## config.mk

```make
export PLATFORM = sky130hd
export DESIGN_NAME = core_seq_ctrl_flat
export DESIGN_NICKNAME = d
export VERILOG_FILES = /design/src/rtl/core_seq_ctrl_if.sv /design/src/rtl/core_seq_ctrl.sv /design/src/flat_wrapper.sv
export SDC_FILE = /design/constraint.sdc
export NUM_CORES = 1
export LEC_CHECK = 0
export CAP_MARGIN = 20
export CORE_UTILIZATION = 52
export CTS_CLUSTER_DIAMETER = 200
export CTS_CLUSTER_SIZE = 40
export DETAILED_ROUTE_END_ITERATION = 8
export GPL_TIMING_DRIVEN = 0
export HOLD_SLACK_MARGIN = 0.15
export PLACE_DENSITY_LB_ADDON = 0.25
export REMOVE_ABC_BUFFERS = 1
export SLEW_MARGIN = 0
export SYNTH_ARGS = -nofsm -noshare
export SYNTH_HDL_FRONTEND = slang
export SYNTH_SLANG_ARGS = --single-unit
```

## constraint.sdc

```tcl
create_clock -name clk -period 3.8 [get_ports clk]
set_input_delay 0.76 -clock clk [delete_from_list [all_inputs] [get_ports clk]]
set_output_delay 0.76 -clock clk [all_outputs]
set_load 0.02 [all_outputs]
```

## src/rtl/core_seq_ctrl_if.sv

```systemverilog
// Job-control and buffer-read bundle between a job issuer and the per-core read sequencer.
// The master issues jobs and reports buffer status; the slave drives the read strobes.
interface core_seq_ctrl_if #(
    parameter int CDATA_BIT = 8,
    parameter int OUT_BIT   = 8
);
    logic                 start;
    logic [CDATA_BIT-1:0] cfg_acc_num;
    logic [OUT_BIT-1:0]   cfg_out_num;
    logic                 lbuf_empty;
    logic                 abuf_empty;
    logic                 abuf_reuse_empty;
    logic                 lbuf_ren;
    logic                 abuf_ren;
    logic                 abuf_reuse_ren;
    logic                 abuf_reuse_rst;
    logic                 busy;
    logic                 done;
    logic [CDATA_BIT-1:0] word_cnt;
    logic [OUT_BIT-1:0]   out_cnt;

    modport master (
        output start, cfg_acc_num, cfg_out_num,
        output lbuf_empty, abuf_empty, abuf_reuse_empty,
        input  lbuf_ren, abuf_ren, abuf_reuse_ren, abuf_reuse_rst,
        input  busy, done, word_cnt, out_cnt
    );

    modport slave (
        input  start, cfg_acc_num, cfg_out_num,
        input  lbuf_empty, abuf_empty, abuf_reuse_empty,
        output lbuf_ren, abuf_ren, abuf_reuse_ren, abuf_reuse_rst,
        output busy, done, word_cnt, out_cnt
    );
endinterface

```

## src/rtl/core_seq_ctrl.sv

```systemverilog
// Per-core read sequencer: streams out_num rows of acc_num weight/activation reads,
// replaying activations through the reuse path after row 0, then drains and pulses done.
module core_seq_ctrl #(
    parameter int CDATA_BIT = 8,
    parameter int OUT_BIT   = 8,
    parameter int DRAIN_CYC = 8
) (
    input  logic          clk,
    input  logic          rst,
    core_seq_ctrl_if.slave bus
);
    localparam int DW = (DRAIN_CYC > 1) ? $clog2(DRAIN_CYC) : 1;

    typedef enum logic [2:0] {IDLE, RUN, REWIND, DRAIN, DONE} state_t;

    state_t               state;
    logic [CDATA_BIT-1:0] word_cnt;
    logic [OUT_BIT-1:0]   out_cnt;
    logic [DW-1:0]        drain_cnt;
    logic [CDATA_BIT-1:0] acc_num_q;
    logic [OUT_BIT-1:0]   out_num_q;
    logic                 busy_q;
    logic                 done_q;
    logic                 reuse_rst_q;

    logic avail;
    logic issue;
    logic row_last;
    logic job_last;
    logic first_row;

    assign first_row = (out_cnt == '0);
    assign avail     = !bus.lbuf_empty &&
                       (first_row ? !bus.abuf_empty : !bus.abuf_reuse_empty);
    assign issue     = (state == RUN) && avail;
    assign row_last  = (word_cnt == acc_num_q - CDATA_BIT'(1));
    assign job_last  = ((out_cnt + OUT_BIT'(1)) == out_num_q);

    // Strobes are combinational so a read lands in the same cycle the source is seen non-empty.
    assign bus.lbuf_ren       = issue;
    assign bus.abuf_ren       = issue && first_row;
    assign bus.abuf_reuse_ren = issue && !first_row;
    assign bus.abuf_reuse_rst = reuse_rst_q;
    assign bus.busy           = busy_q;
    assign bus.done           = done_q;
    assign bus.word_cnt       = word_cnt;
    assign bus.out_cnt        = out_cnt;

    // Job configuration is captured only on an accepted start.
    always_ff @(posedge clk) begin
        if (state == IDLE && bus.start) begin
            acc_num_q <= bus.cfg_acc_num;
            out_num_q <= bus.cfg_out_num;
        end
    end

    always_ff @(posedge clk or posedge rst) begin
        if (rst) begin
            state       <= IDLE;
            word_cnt    <= '0;
            out_cnt     <= '0;
            drain_cnt   <= '0;
            busy_q      <= 1'b0;
            done_q      <= 1'b0;
            reuse_rst_q <= 1'b0;
        end else begin
            done_q      <= 1'b0;
            reuse_rst_q <= 1'b0;
            case (state)
                IDLE: begin
                    if (bus.start) begin
                        word_cnt <= '0;
                        out_cnt  <= '0;
                        if (bus.cfg_acc_num != '0 && bus.cfg_out_num != '0) begin
                            state  <= RUN;
                            busy_q <= 1'b1;
                        end else begin
                            state  <= DONE;
                            done_q <= 1'b1;
                        end
                    end
                end
                RUN: begin
                    if (issue) begin
                        if (row_last) begin
                            word_cnt <= '0;
                            out_cnt  <= out_cnt + OUT_BIT'(1);
                            if (job_last) begin
                                state     <= DRAIN;
                                drain_cnt <= '0;
                            end else begin
                                state       <= REWIND;
                                reuse_rst_q <= 1'b1;
                            end
                        end else begin
                            word_cnt <= word_cnt + CDATA_BIT'(1);
                        end
                    end
                end
                REWIND: begin
                    state <= RUN;
                end
                DRAIN: begin
                    if (drain_cnt == DW'(DRAIN_CYC - 1)) begin
                        state  <= DONE;
                        busy_q <= 1'b0;
                        done_q <= 1'b1;
                    end else begin
                        drain_cnt <= drain_cnt + DW'(1);
                    end
                end
                DONE: begin
                    state <= IDLE;
                end
                default: begin
                    state  <= IDLE;
                    busy_q <= 1'b0;
                end
            endcase
        end
    end
endmodule

```

## src/flat_wrapper.sv

```systemverilog
// flat-port wrapper written by rule: the top's interface ports become plain ports
module core_seq_ctrl_flat 
#(
    parameter int CDATA_BIT = 8,
    parameter int OUT_BIT   = 8,
    parameter int DRAIN_CYC = 8
)
  (clk, rst, bus_start, bus_cfg_acc_num, bus_cfg_out_num, bus_lbuf_empty, bus_abuf_empty, bus_abuf_reuse_empty, bus_lbuf_ren, bus_abuf_ren, bus_abuf_reuse_ren, bus_abuf_reuse_rst, bus_busy, bus_done, bus_word_cnt, bus_out_cnt);
  core_seq_ctrl_if #(.CDATA_BIT(CDATA_BIT), .OUT_BIT(OUT_BIT)) bus_i ();
  input  logic clk;
  input  logic rst;
  input wire logic [$bits(bus_i.start)-1:0] bus_start;
  input wire logic [$bits(bus_i.cfg_acc_num)-1:0] bus_cfg_acc_num;
  input wire logic [$bits(bus_i.cfg_out_num)-1:0] bus_cfg_out_num;
  input wire logic [$bits(bus_i.lbuf_empty)-1:0] bus_lbuf_empty;
  input wire logic [$bits(bus_i.abuf_empty)-1:0] bus_abuf_empty;
  input wire logic [$bits(bus_i.abuf_reuse_empty)-1:0] bus_abuf_reuse_empty;
  output wire logic [$bits(bus_i.lbuf_ren)-1:0] bus_lbuf_ren;
  output wire logic [$bits(bus_i.abuf_ren)-1:0] bus_abuf_ren;
  output wire logic [$bits(bus_i.abuf_reuse_ren)-1:0] bus_abuf_reuse_ren;
  output wire logic [$bits(bus_i.abuf_reuse_rst)-1:0] bus_abuf_reuse_rst;
  output wire logic [$bits(bus_i.busy)-1:0] bus_busy;
  output wire logic [$bits(bus_i.done)-1:0] bus_done;
  output wire logic [$bits(bus_i.word_cnt)-1:0] bus_word_cnt;
  output wire logic [$bits(bus_i.out_cnt)-1:0] bus_out_cnt;
  assign bus_i.start = bus_start;
  assign bus_i.cfg_acc_num = bus_cfg_acc_num;
  assign bus_i.cfg_out_num = bus_cfg_out_num;
  assign bus_i.lbuf_empty = bus_lbuf_empty;
  assign bus_i.abuf_empty = bus_abuf_empty;
  assign bus_i.abuf_reuse_empty = bus_abuf_reuse_empty;
  assign bus_lbuf_ren = bus_i.lbuf_ren;
  assign bus_abuf_ren = bus_i.abuf_ren;
  assign bus_abuf_reuse_ren = bus_i.abuf_reuse_ren;
  assign bus_abuf_reuse_rst = bus_i.abuf_reuse_rst;
  assign bus_busy = bus_i.busy;
  assign bus_done = bus_i.done;
  assign bus_word_cnt = bus_i.word_cnt;
  assign bus_out_cnt = bus_i.out_cnt;
  core_seq_ctrl #(.CDATA_BIT(CDATA_BIT), .OUT_BIT(OUT_BIT), .DRAIN_CYC(DRAIN_CYC)) u_core (.clk(clk), .rst(rst), .bus(bus_i));
endmodule
```

* Yosys cells after proc, flatten, opt, wreduce, memory -nomap -nowiden *
Index checks and enable logic that the tools add are counted.
Widths: inputs -> output; s select.

cells by class
  muxes and demuxes = 32
  equality and inequality tests = 14
  reduce and logical (&&, ||, !) cells = 22
  add/subtract/negate cells = 4
  bitwise operators = 1

operators with widths
  cell                 number
  $mux 8               5
  $pmux 8 s2           2
  $mux 3               9
  $add 8x1->8 const B  2
  $eq 8x8->1           2
  $reduce_bool 8->1    2
  $mux 1               12
  $pmux 3 s4           1
  $reduce_and 4->1     3
  $logic_not 8->1      1
  $ne 2x1->1 const B   4
  $sub 8x1->8 const B  1
  $eq 3x2->1 const B   2
  $eq 3x3->1 const B   2
  $logic_and 1x1->1    6
  $ne 2x2->1 const B   3
  $pmux 3 s2           1
  $reduce_and 5->1     1
  $logic_not 1->1      4
  $reduce_bool 2->1    2
  $add 3x1->3 const B  1
  $eq 3x1->1 const B   1
  $logic_not 3->1      1
  $pmux 1 s3           1
  other kinds (4)      4

storage, ports and cells
  flip-flop bits (word level) = 41
  input port bits = 22
  word-level logic and storage cells = 82
  output and inout bits = 22

* Longest topological paths before layout *
  word-level depth = 6
  depth in mapped cells = 9
  gate-level depth less buffers = 9

* Worst setup path before layout *
Ideal clock, no wire load.

  path kind = register to output
  start = reg u_core.out_cnt[0] (netlist: u_core.bus.out_cnt[0])
  end = out bus_abuf_reuse_ren
  data arrival time = 1,814 ps
  buffers on the path = 0
  required time = 3,040 ps
  cell stages (with the launch flop) = 6
  path slack = 1,226 ps
  path through = dfrtp_1 -> inv_1 -> ha_1 -> nor4b_1 -> nand2_1 -> nor4b_1

on the way
  word-level cells in the longest chain between the ends = 5
  elaborated cells on any way between the ends = 6
  those cells by class = 1 x mux; 5 x reduce/logical

RTL lines
  item                    RTL line             text
  from (decl)             core_seq_ctrl.sv:18  logic [OUT_BIT-1:0] out_cnt;
  from (signal assigned)  core_seq_ctrl.sv:87  out_cnt <= out_cnt + OUT_BIT'(1);
  $logic_not 8->1 *       core_seq_ctrl.sv:32  assign first_row = (out_cnt == '0);
  $mux 1                  core_seq_ctrl.sv:34  (first_row ? !bus.abuf_empty : !bus.abuf_reuse_empty);
  $logic_and 1x1->1       core_seq_ctrl.sv:33  assign avail = !bus.lbuf_empty &&
  $logic_and 1x1->1       core_seq_ctrl.sv:35  assign issue = (state == RUN) && avail;
  $logic_and 1x1->1 *     core_seq_ctrl.sv:42  assign bus.abuf_reuse_ren = issue && !first_row;
  to (decl)               flat_wrapper.sv:20   output wire logic [$bits(bus_i.abuf_reuse_ren)-1:0] bus_abuf_reuse_ren;

Every way passes the cells marked *; elsewhere a longest branch is shown, timed or not.

* Final worst setup path *
  start = reg u_core.out_cnt[0] (netlist: u_core.bus.out_cnt[0])
  end = out bus_lbuf_ren

on the way
  word-level cells in the longest chain between the ends = 4

RTL lines
  item               RTL line             text
  $logic_not 8->1    core_seq_ctrl.sv:32
  $mux 1             core_seq_ctrl.sv:34
  $logic_and 1x1->1  core_seq_ctrl.sv:33
  $logic_and 1x1->1  core_seq_ctrl.sv:35
  to (decl)          flat_wrapper.sv:18   output wire logic [$bits(bus_i.lbuf_ren)-1:0] bus_lbuf_ren;

No other way between the ends.

==> results.txt <==
status -> finished, final reports clean
die height -> 69.3 um
largest net degree at the start of global routing -> 26
Starting Density -> 54.1%
fillers -> 365
nets -> 319
CP max stage delay -> 0.62 ns
1st-iter DRT viols -> 190
1st-pass router iterations -> 4
post-DP HPWL -> 3850 um
R2R Setup Slk -> 0.97 ns
Routed Antenna Nets -> 0
area of the multi-input gates -> 1160 um^2
Sequential Area -> 1110 um^2
CTS Hold Bufs -> 0
Tcrit/Tclk final -> 90.5%
Ports -> 44
setup bufs post-CTS -> 0
post-cts repair resize count -> 0
Clk pin slew, worst setup/hold paths -> 0.08 ns
Util after Layout -> 68.1%
Buf+Inv Stages, Crit Path -> 3
worst slack, placed -> 0.597 ns
final setup margin -> 0.360 ns
DIE AREA -> 4800 um^2
n_diodes -> 0
DR vias/cell -> 5.80
PwrDens -> 510 nW/um^2
Setup Skew -> 0.00818 ns
Rows -> 24
vias in the first global route -> 1,855
cells after synthesis -> 245
Area growth syn-to-layout -> 25.9%
startpoint types -> register
endpoint class of the critical path -> output pin
Max VDD drop -> 0.279 mV
initial antenna violation count -> 0
cell family with most CP delay -> buffers and inverters
gr usage total -> 23.0%
Yosys reg bits -> 41
core area -> 4350 um^2
Tightest Pin Transition -> 1.14 ns
min cycle time layout -> 3.44 ns
drt drc -> 0
worst skew pair latency -> 0.30 ns
Syn Area/Cell -> 9.62 um^2
Fin. Hold Viols -> 0
register area share after synthesis -> 46.9%
Die X -> 69.3 um
total CTS buffers -> 5
Fmax achieved -> 0.291 GHz
Slowest-stage cell, CP -> clkdlybuf4s50_1
max_slew headroom -> 23.7%
EDFF count, synth -> 16
min-delay worst type -> register to register
clk root buf -> clkbuf_8
final setup vio count -> 0
LEAKAGE -> 1.14 nW
number of synthesis warnings -> 0
Synth Flop Type -> dfrtp_1
Synth async-reset ratio -> 61.0%
drt wl/cell -> 15.0 um
RSZ-0062 raised after global routing -> no
crit path DAT -> 2.68 ns
Pwr Total -> 1.51 mW
Routed WL -> 5170 um
Port Buffers -> 43
H-tree Lvls -> 2
layout cells sized above 1 -> 3.77%
TNS Setup -> 0 ns
critical path peak fanout -> 8
critical path type -> register to output pin
grt ovf -> 0
Vias -> 1,994
Max-Cap Viols -> 0
Placer Congestion -> 0.880
worst endpoint required time -> 3.04 ns
post-synthesis cell type count -> 46
crit path cell chain -> inv_1, ha_1, nor4b_1, nand2_1, mux2i_1, nand2_1, inv_1, clkdlybuf4s50_1
first-pass GRT wire length -> 8760 um
CTS max path bufs -> 2
TritonCTS clock tree -> built
CTS Sinks -> 41
synthesized area -> 2360 um^2
Final Max Slew Viols -> 0
-- layout make-up --
type | count | share of cell area, %
sequential | 41 | 37.3
tap | 52 | 2.19
clock buffer | 7 | 2.91
clock inverter | 1 | 1.01
inverter | 15 | 1.90
multi-input combinational | 184 | 39.2
timing repair buffer | 44 | 15.4
-- sequential cells by signal, indices dropped and copies added (netlist names) --
name	count
u_core.acc_num_q	8
u_core.out_num_q	8
u_core.bus.word_cnt	8
u_core.bus.abuf_reuse_rst	1
u_core.bus.out_cnt	8
u_core.state	3
u_core.bus.busy	1
u_core.drain_cnt	3
u_core.bus.done	1
-- kinds of logic after synthesis --
family	Yosys count	synth area share [%]
buffers and inverters	20	3.66
multiplexers	3	1.27
XOR/XNOR	22	8.18
AO/OA/AOI/OAI	51	14.0
AND/OR/NAND/NOR	102	22.8
flip-flops	41	46.9
adder cells (fa/ha/maj)	6	3.19
-- synth_stat cells (all sizes together) (2+ instances only) --
master,instances,area [um^2]
ha,6,75.1
and2,3,18.8
nand2,25,101
xnor2,12,105
nand4,4,25.0
a31oi,7,43.8
a211oi,3,35.0
nor3b,2,15.0
dfrtp,25,626
nor4,5,31.3
a21oi,8,40.0
inv,15,56.3
nor3,4,20.0
or4,2,15.0
mux2i,3,30.0
nor4b,3,26.3
xor2,10,87.6
nand3,18,95.1
o22ai,5,31.3
nand2b,9,56.3
nor2,19,71.3
o221ai,2,17.5
edfxtp,16,480
clkbuf,2,8.75
or3,2,12.5
o31ai,2,15.0
o21ai,16,80.1
and4b,2,20.0
buf,3,21.3
-- power by group --
part	leakage [nW]	internal, mW	switching, mW
clock network	0.0585	0.214	0.151
logic	0.623	0.239	0.262
registers	0.455	0.537	0.110
-- per-layer routing --
| metal | part of all wire (%) | track usage [%] | routed length (um) | vias up |
|---|---|---|---|---|
| met1 | 45 | 32.0 | 2320 | 934 |
| met3 | 5.9 | 4.51 | 304 | 8 |
| li1 | - | - | - | 988 |
| met4 | 1.4 | 7.94 | 70 | 0 |
| met2 | 48 | 36.0 | 2470 | 64 |
| met5 | 0 | 0 | 0 | - |
-- stage by stage --
step           std cells  cell area (um^2)  hold WS, ns
2_1_floorplan        240              2330        0.473
3_3_place_gp         335              2820        0.502
3_5_place_dp         335              2820        0.494
4_1_cts              343              2940        0.507
5_1_grt              344              2970        0.529
6_report             344              2970        0.506
-- path summary, 6_finish.rpt --
path                                  startpoint                endpoint  cells past startpoint
max in group asynchronous                    rst  u_core.bus.word_cnt[1]                      3
setup reg to reg           u_core.bus.out_cnt[0]  u_core.bus.word_cnt[5]                      9
hold reg to reg              u_core.drain_cnt[0]     u_core.drain_cnt[0]                      1
setup / recovery           u_core.bus.out_cnt[0]            bus_lbuf_ren                      8
min in group asynchronous                    rst         u_core.state[2]                      2
hold / removal               u_core.drain_cnt[0]     u_core.drain_cnt[0]                      1
-- cell usage in the layout, fill, tap and decap left out, types with 3 or more instances in the layout --
master	synthesis	routed
a31oi_1	7	7
nand3_1	17	17
a21oi_1	8	8
mux2i_1	3	3
nand2_1	24	24
o21ai_0	16	16
nor2_1	19	19
nand4_1	4	4
ha_1	6	6
xnor2_1	12	12
dfrtp_1	25	25
clkbuf_8	0	6
and2_1	3	3
nor4b_1	3	3
nand2b_1	9	9
inv_1	15	15
nor3_1	4	4
o22ai_1	5	5
clkdlybuf4s50_1	0	43
edfxtp_1	16	16
nor4_1	5	5
xor2_1	10	10
No activity file was read; power rests on OpenSTA's default activity.
